--- src/rtl/trivium_stream_p.sv ---
// Trivium stream-cipher engine with a W-bit datapath and valid/ready data sides.
// Optional build macro TRIV_IV_AUTOINC_EN: on expiry, reload with the stored key and IV+1 and re-initialise.
module trivium_stream_p #(
  parameter int          W          = 8,
  parameter int unsigned MAX_BEATS  = 256,
  parameter int          INIT_STEPS = 1152 / W
) (
  input  logic          clk,
  input  logic          rst,
  input  logic          key_load,
  input  logic [79:0]   key,
  input  logic [79:0]   iv,
  input  logic [W-1:0]  din,
  input  logic          din_valid,
  output logic          din_ready,
  output logic [W-1:0]  dout,
  output logic          dout_valid,
  input  logic          dout_ready,
  output logic [1:0]    state_o,
  output logic          rekey_req
);

  typedef enum logic [1:0] {
    S_IDLE = 2'b00,
    S_INIT = 2'b01,
    S_RUN  = 2'b10,
    S_EXP  = 2'b11
  } state_t;

  localparam int             ICW       = $clog2(INIT_STEPS + 1);
  localparam logic [ICW-1:0] INIT_LAST = ICW'(INIT_STEPS - 1);
  localparam logic [31:0]    BEAT_LAST = 32'(MAX_BEATS - 1);

  state_t         state, state_nxt;
  logic [287:0]   s;
  logic [287:0]   s_step;
  logic [287:0]   s_tmp;
  logic [W-1:0]   ks;
  logic [ICW-1:0] init_cnt;
  logic [31:0]    beat_cnt;
  logic           accept;
  logic           last_init;
  logic           last_beat;
  logic           auto_reload;

  // Bit i of the vector holds Trivium state bit s(i+1).
  function automatic logic [287:0] load_state(input logic [79:0] k, input logic [79:0] v);
    logic [287:0] r;
    r          = '0;
    r[79:0]    = k;
    r[172:93]  = v;
    r[287:285] = 3'b111;
    return r;
  endfunction

  // One bit-update: returns {z, next_state}.
  function automatic logic [288:0] step1(input logic [287:0] st);
    logic t1, t2, t3, z;
    t1 = st[65]  ^ st[92];
    t2 = st[161] ^ st[176];
    t3 = st[242] ^ st[287];
    z  = t1 ^ t2 ^ t3;
    t1 = t1 ^ (st[90]  & st[91])  ^ st[170];
    t2 = t2 ^ (st[174] & st[175]) ^ st[263];
    t3 = t3 ^ (st[285] & st[286]) ^ st[68];
    return {z, st[286:177], t2, st[175:93], t1, st[91:0], t3};
  endfunction

  // W chained updates; ks[0] is the earliest keystream bit.
  always_comb begin
    logic [288:0] r;
    s_tmp = s;
    ks    = '0;
    r     = '0;
    for (int i = 0; i < W; i++) begin
      r     = step1(s_tmp);
      ks[i] = r[288];
      s_tmp = r[287:0];
    end
    s_step = s_tmp;
  end

  assign din_ready = (state == S_RUN) && !key_load && (!dout_valid || dout_ready);
  assign accept    = din_valid && din_ready;
  assign last_init = (state == S_INIT) && (init_cnt == INIT_LAST);
  assign last_beat = accept && (beat_cnt == BEAT_LAST);
  assign state_o   = state;
  assign rekey_req = (state == S_EXP);

`ifdef TRIV_IV_AUTOINC_EN
  logic [79:0] key_q;
  logic [79:0] iv_q;
  assign auto_reload = (state == S_EXP);
`else
  assign auto_reload = 1'b0;
`endif

  always_ff @(posedge clk or negedge rst) begin
    if (!rst) state <= S_IDLE;
    else      state <= state_nxt;
  end

  always_comb begin
    state_nxt = state;
    if (key_load) begin
      state_nxt = S_INIT;
    end else begin
      case (state)
        S_INIT:  if (last_init)   state_nxt = S_RUN;
        S_RUN:   if (last_beat)   state_nxt = S_EXP;
        S_EXP:   if (auto_reload) state_nxt = S_INIT;
        default: state_nxt = state;
      endcase
    end
  end

  always_ff @(posedge clk or negedge rst) begin
    if (!rst) begin
      s          <= '0;
      init_cnt   <= '0;
      beat_cnt   <= '0;
      dout       <= '0;
      dout_valid <= 1'b0;
`ifdef TRIV_IV_AUTOINC_EN
      key_q      <= '0;
      iv_q       <= '0;
`endif
    end else if (key_load) begin
      s          <= load_state(key, iv);
      init_cnt   <= '0;
      beat_cnt   <= '0;
      dout_valid <= 1'b0;
`ifdef TRIV_IV_AUTOINC_EN
      key_q      <= key;
      iv_q       <= iv;
`endif
    end else begin
`ifdef TRIV_IV_AUTOINC_EN
      if (auto_reload) begin
        s        <= load_state(key_q, iv_q + 80'd1);
        iv_q     <= iv_q + 80'd1;
        init_cnt <= '0;
        beat_cnt <= '0;
      end
`endif
      if (state == S_INIT) begin
        s        <= s_step;
        init_cnt <= init_cnt + ICW'(1);
      end
      // A pending output keeps draining regardless of state.
      if (accept) begin
        s          <= s_step;
        dout       <= din ^ ks;
        dout_valid <= 1'b1;
        beat_cnt   <= beat_cnt + 32'd1;
      end else if (dout_ready) begin
        dout_valid <= 1'b0;
      end
    end
  end

endmodule

--- config.mk ---
export PLATFORM = sky130hd
export DESIGN_NAME = trivium_stream_p
export DESIGN_NICKNAME = d
export VERILOG_FILES = /design/src/rtl/trivium_stream_p.sv
export SDC_FILE = /design/constraint.sdc
export NUM_CORES = 1
export LEC_CHECK = 0
export BUFFER_PORTS_ARGS = -buffer_cell sky130_fd_sc_hd__buf_2
export CORE_AREA = 2 2 174 176
export DETAILED_ROUTE_END_ITERATION = 10
export DIE_AREA = 0 0 176 178
export GPL_TIMING_DRIVEN = 0
export MAX_ROUTING_LAYER = met4
export PLACE_DENSITY_LB_ADDON = 0.2
export REMOVE_ABC_BUFFERS = 1
export SYNTH_ARGS = -nofsm -noshare
export SYNTH_HDL_FRONTEND = slang
export SYNTH_SLANG_ARGS = --single-unit
--- constraint.sdc ---
create_clock -name clk -period 2 [get_ports clk]
set_input_delay 0.1 -clock clk [delete_from_list [all_inputs] [get_ports clk]]
set_output_delay 0.1 -clock clk [all_outputs]
set_load 0.02 [all_outputs]
==> impl_metrics.tcl <==
set metrics [dict create \
    grt_max_degree 121 \
    failed_checks "negative setup slack" \
    syn-cell-area_sq_um 15390 \
    hold_viol 0 \
    cp.required_ns 2.43 \
    status "finished, violations left" \
    syn_to_final_growth_pct 36.10 \
    core_sq_um 29400 \
    h-tree-depth 2 \
    grt_overflow 0 \
    critPathTopFamily "simple AND/OR/NAND/NOR gates" \
    slew_headroom 0.3363 \
    num_rows 63 \
    power_density_nw_per_um2 781.1 \
    synth_area_leaders "dfrtp_1, mux2i_1, a22o_1, o21ai_0, nand2_1" \
    fin_crit_ns 2.025 \
    num_vias 12359 \
    p_leak_nw 9.528 \
    crit_path_frequent_cell "or4_4" \
    slowest_delay_ns 0.62 \
    synth_cell_types 41 \
    yosysTopAreaCell "dfrtp_1" \
    wl_um 42470 \
    dieArea_sq_um 31330 \
    cp_max_fo 8 \
    avgSynthCellArea_sq_um 11.23 \
    multiInputGateArea_sq_um 6741 \
    fill_cells 2007 \
    port-buffer-count 185 \
    io_pins 186 \
    dp.cells 1873 \
    drt_iter0_drc 953 \
    critPathBufInv 0 \
    layout.area.seq_sq_um 8493 \
    setup_violations 5 \
    clk_latency_ns 0.52 \
    cp_slowest_cell "or4_4" \
    placed_area_sq_um 16910 \
    grt_pass1_wl_um 67450 \
    hpwl_um 23310 \
    die_x_um 176 \
    cts_buffer_depth 3 \
    start_util 0.5234 \
    clock.fmax_mhz 493.9 \
    fin_ws_ns -0.02478 \
    critical_path_arrival_ns 2.45 \
    place_ws_ns -1.242 \
    power_mw 16.36 \
    ys_warn_count 0 \
    worstSetupPathType "reg -> reg" \
    ir_drop_mv 0.7148 \
    die_h_um 178 \
    viasPerCell 5.669 \
    final.setup.tns_ns -0.05933 \
    rsz0062_at_grt "yes" \
    crit_chain "nand4_1, or4_4, or4_4, a21oi_1" \
    synth_edf_count 0 \
    tightest_slew_ns 0.9956 \
    cts-buffers-inserted 38 \
    track_usage 0.2789 \
    first_global_vias 12590 \
    critPathCaptureType "flip-flop" \
    antenna_found_initial 4 \
    drive_above_1_share 0.2172 \
    clkTransAtPathRegs_ns 0.06 \
    start_kind "flip-flop" \
    final_cell_mix "dfrtp_1, nand2_1, buf_2" \
    synth_flop_cell "dfrtp_1" \
    synthCells 1370 \
    first_pass_iters 5 \
    cap_violations 0 \
    instances_no_fill 2180 \
    mostFrequentLayoutCell "dfrtp_1" \
    cts_root_buf "clkbuf_16" \
    final_area_sq_um 20950 \
    finClkSkew_ns 0.01155 \
    drc_errors 0 \
    synth-seq-cells 339 \
    cts_sinks 339 \
    seq_area_frac_synth 0.5512 \
    wl_per_cell_um 19.48 \
    synth_top_area_share 0.5512 \
    cts_tree "built" \
    synthArstFlopShare 1.000 \
    nets 1933 \
    ant_nets 0 \
    hold_path_class "in -> reg" \
    slew_violations 0 \
    gp_congestion 0.8094 \
    fin_crit_sh 1.012 \
]
==> metal layers <==
layer / vias to the layer above / GRT usage / part of all wire
li1: 5722 / - / -
met1: 6189 / 0.3760 / 0.43
met2: 352 / 0.4370 / 0.49
met3: 96 / 0.04412 / 0.050
met4: 0 / 0.09263 / 0.033
met5: - / - / 0
==> final timing paths <==
kind | slack [ns] | start | cells after the start | to
worst max-delay path | -0.02 | beat_cnt[13] | 4 | beat_cnt[22]
worst max register to register | -0.02 | beat_cnt[13] | 4 | beat_cnt[22]
worst min register to register | 0.48 | s[152] | 2 | s[152]
worst min-delay path | 0.02 | din[4] | 4 | dout[4]
max in group asynchronous | 0.71 | rst | 4 | s[109]
min in group asynchronous | 0.25 | rst | 3 | beat_cnt[12]
==> flip-flops by register name, indices dropped and copies added (netlist names) <==
signal / count
state_o: 2
s: 288
dout: 8
beat_cnt: 32
dout_valid: 1
init_cnt: 8
==> power breakdown <==
group,switching (mW),internal (mW),total [mW]
sequential,0.367,7.33,7.70
clock,2.81,3.92,6.73
combinational,0.912,1.02,1.93
total,4.09,12.3,16.4
==> cells in the mapped netlist (all sizes together) (15+ instances only) <==
| cell type | n |
|---|---|
| xnor2 | 60 |
| xor3 | 16 |
| dfrtp | 339 |
| nand4 | 15 |
| a22o | 125 |
| nand2 | 210 |
| or4 | 19 |
| a21oi | 28 |
| clkbuf | 60 |
| o31ai | 17 |
| o21ai | 178 |
| mux2i | 160 |
| buf | 40 |
==> what timing repair did <==
action,4_1_cts,5_1_grt
endpoints found under the setup margin,326,227
setup buffers,42,15
resized for setup,71,49
pin swaps,14,15
endpoints found under the hold margin,279,0
hold buffers,164,0
gates cloned,15,4
==> kinds of logic after synthesis <==
kind of cell / Yosys count / synth area share
AO/OA/AOI/OAI: 353 / 0.1493
flip-flops: 339 / 0.5512
AND/OR/NAND/NOR: 318 / 0.09545
multiplexers: 165 / 0.1077
buffers and inverters: 105 / 0.02902
XOR/XNOR: 88 / 0.06569
adder cells (fa/ha/maj): 2 / 0.001626
==> through the flow <==
| stage | utilization | hold slack [ns] |
|---|---|---|
| after floorplan | - | -0.1956 |
| after global placement | 0.5570 | 0.3844 |
| after detailed placement | 0.5751 | -0.1234 |
| after CTS | 0.7006 | 0.003710 |
| after global routing | 0.7124 | 0.02029 |
| final | 0.7124 | 0.02007 |
==> worst reg2reg max path, delay by kind of cell, from the launching register on <==
| family | cells | cell delay, ns |
|---|---|---|
| AO/OA/AOI/OAI | 1 | 0.18 |
| flip-flops | 1 | 0.42 |
| AND/OR/NAND/NOR | 3 | 1.34 |
==> area by class of cell <==
| type | instances | area share |
|---|---|---|
| clock inverter | 13 | 0.004898 |
| sequential | 339 | 0.4055 |
| tap | 390 | 0.02330 |
| antenna | 4 | 0.0004779 |
| timing repair inverter | 1 | 0.0003584 |
| multi-input combinational | 931 | 0.3219 |
| timing repair buffer | 442 | 0.1907 |
| inverter | 5 | 0.001075 |
| clock buffer | 55 | 0.05185 |
Note: power is estimated with default switching activity, not from simulation.
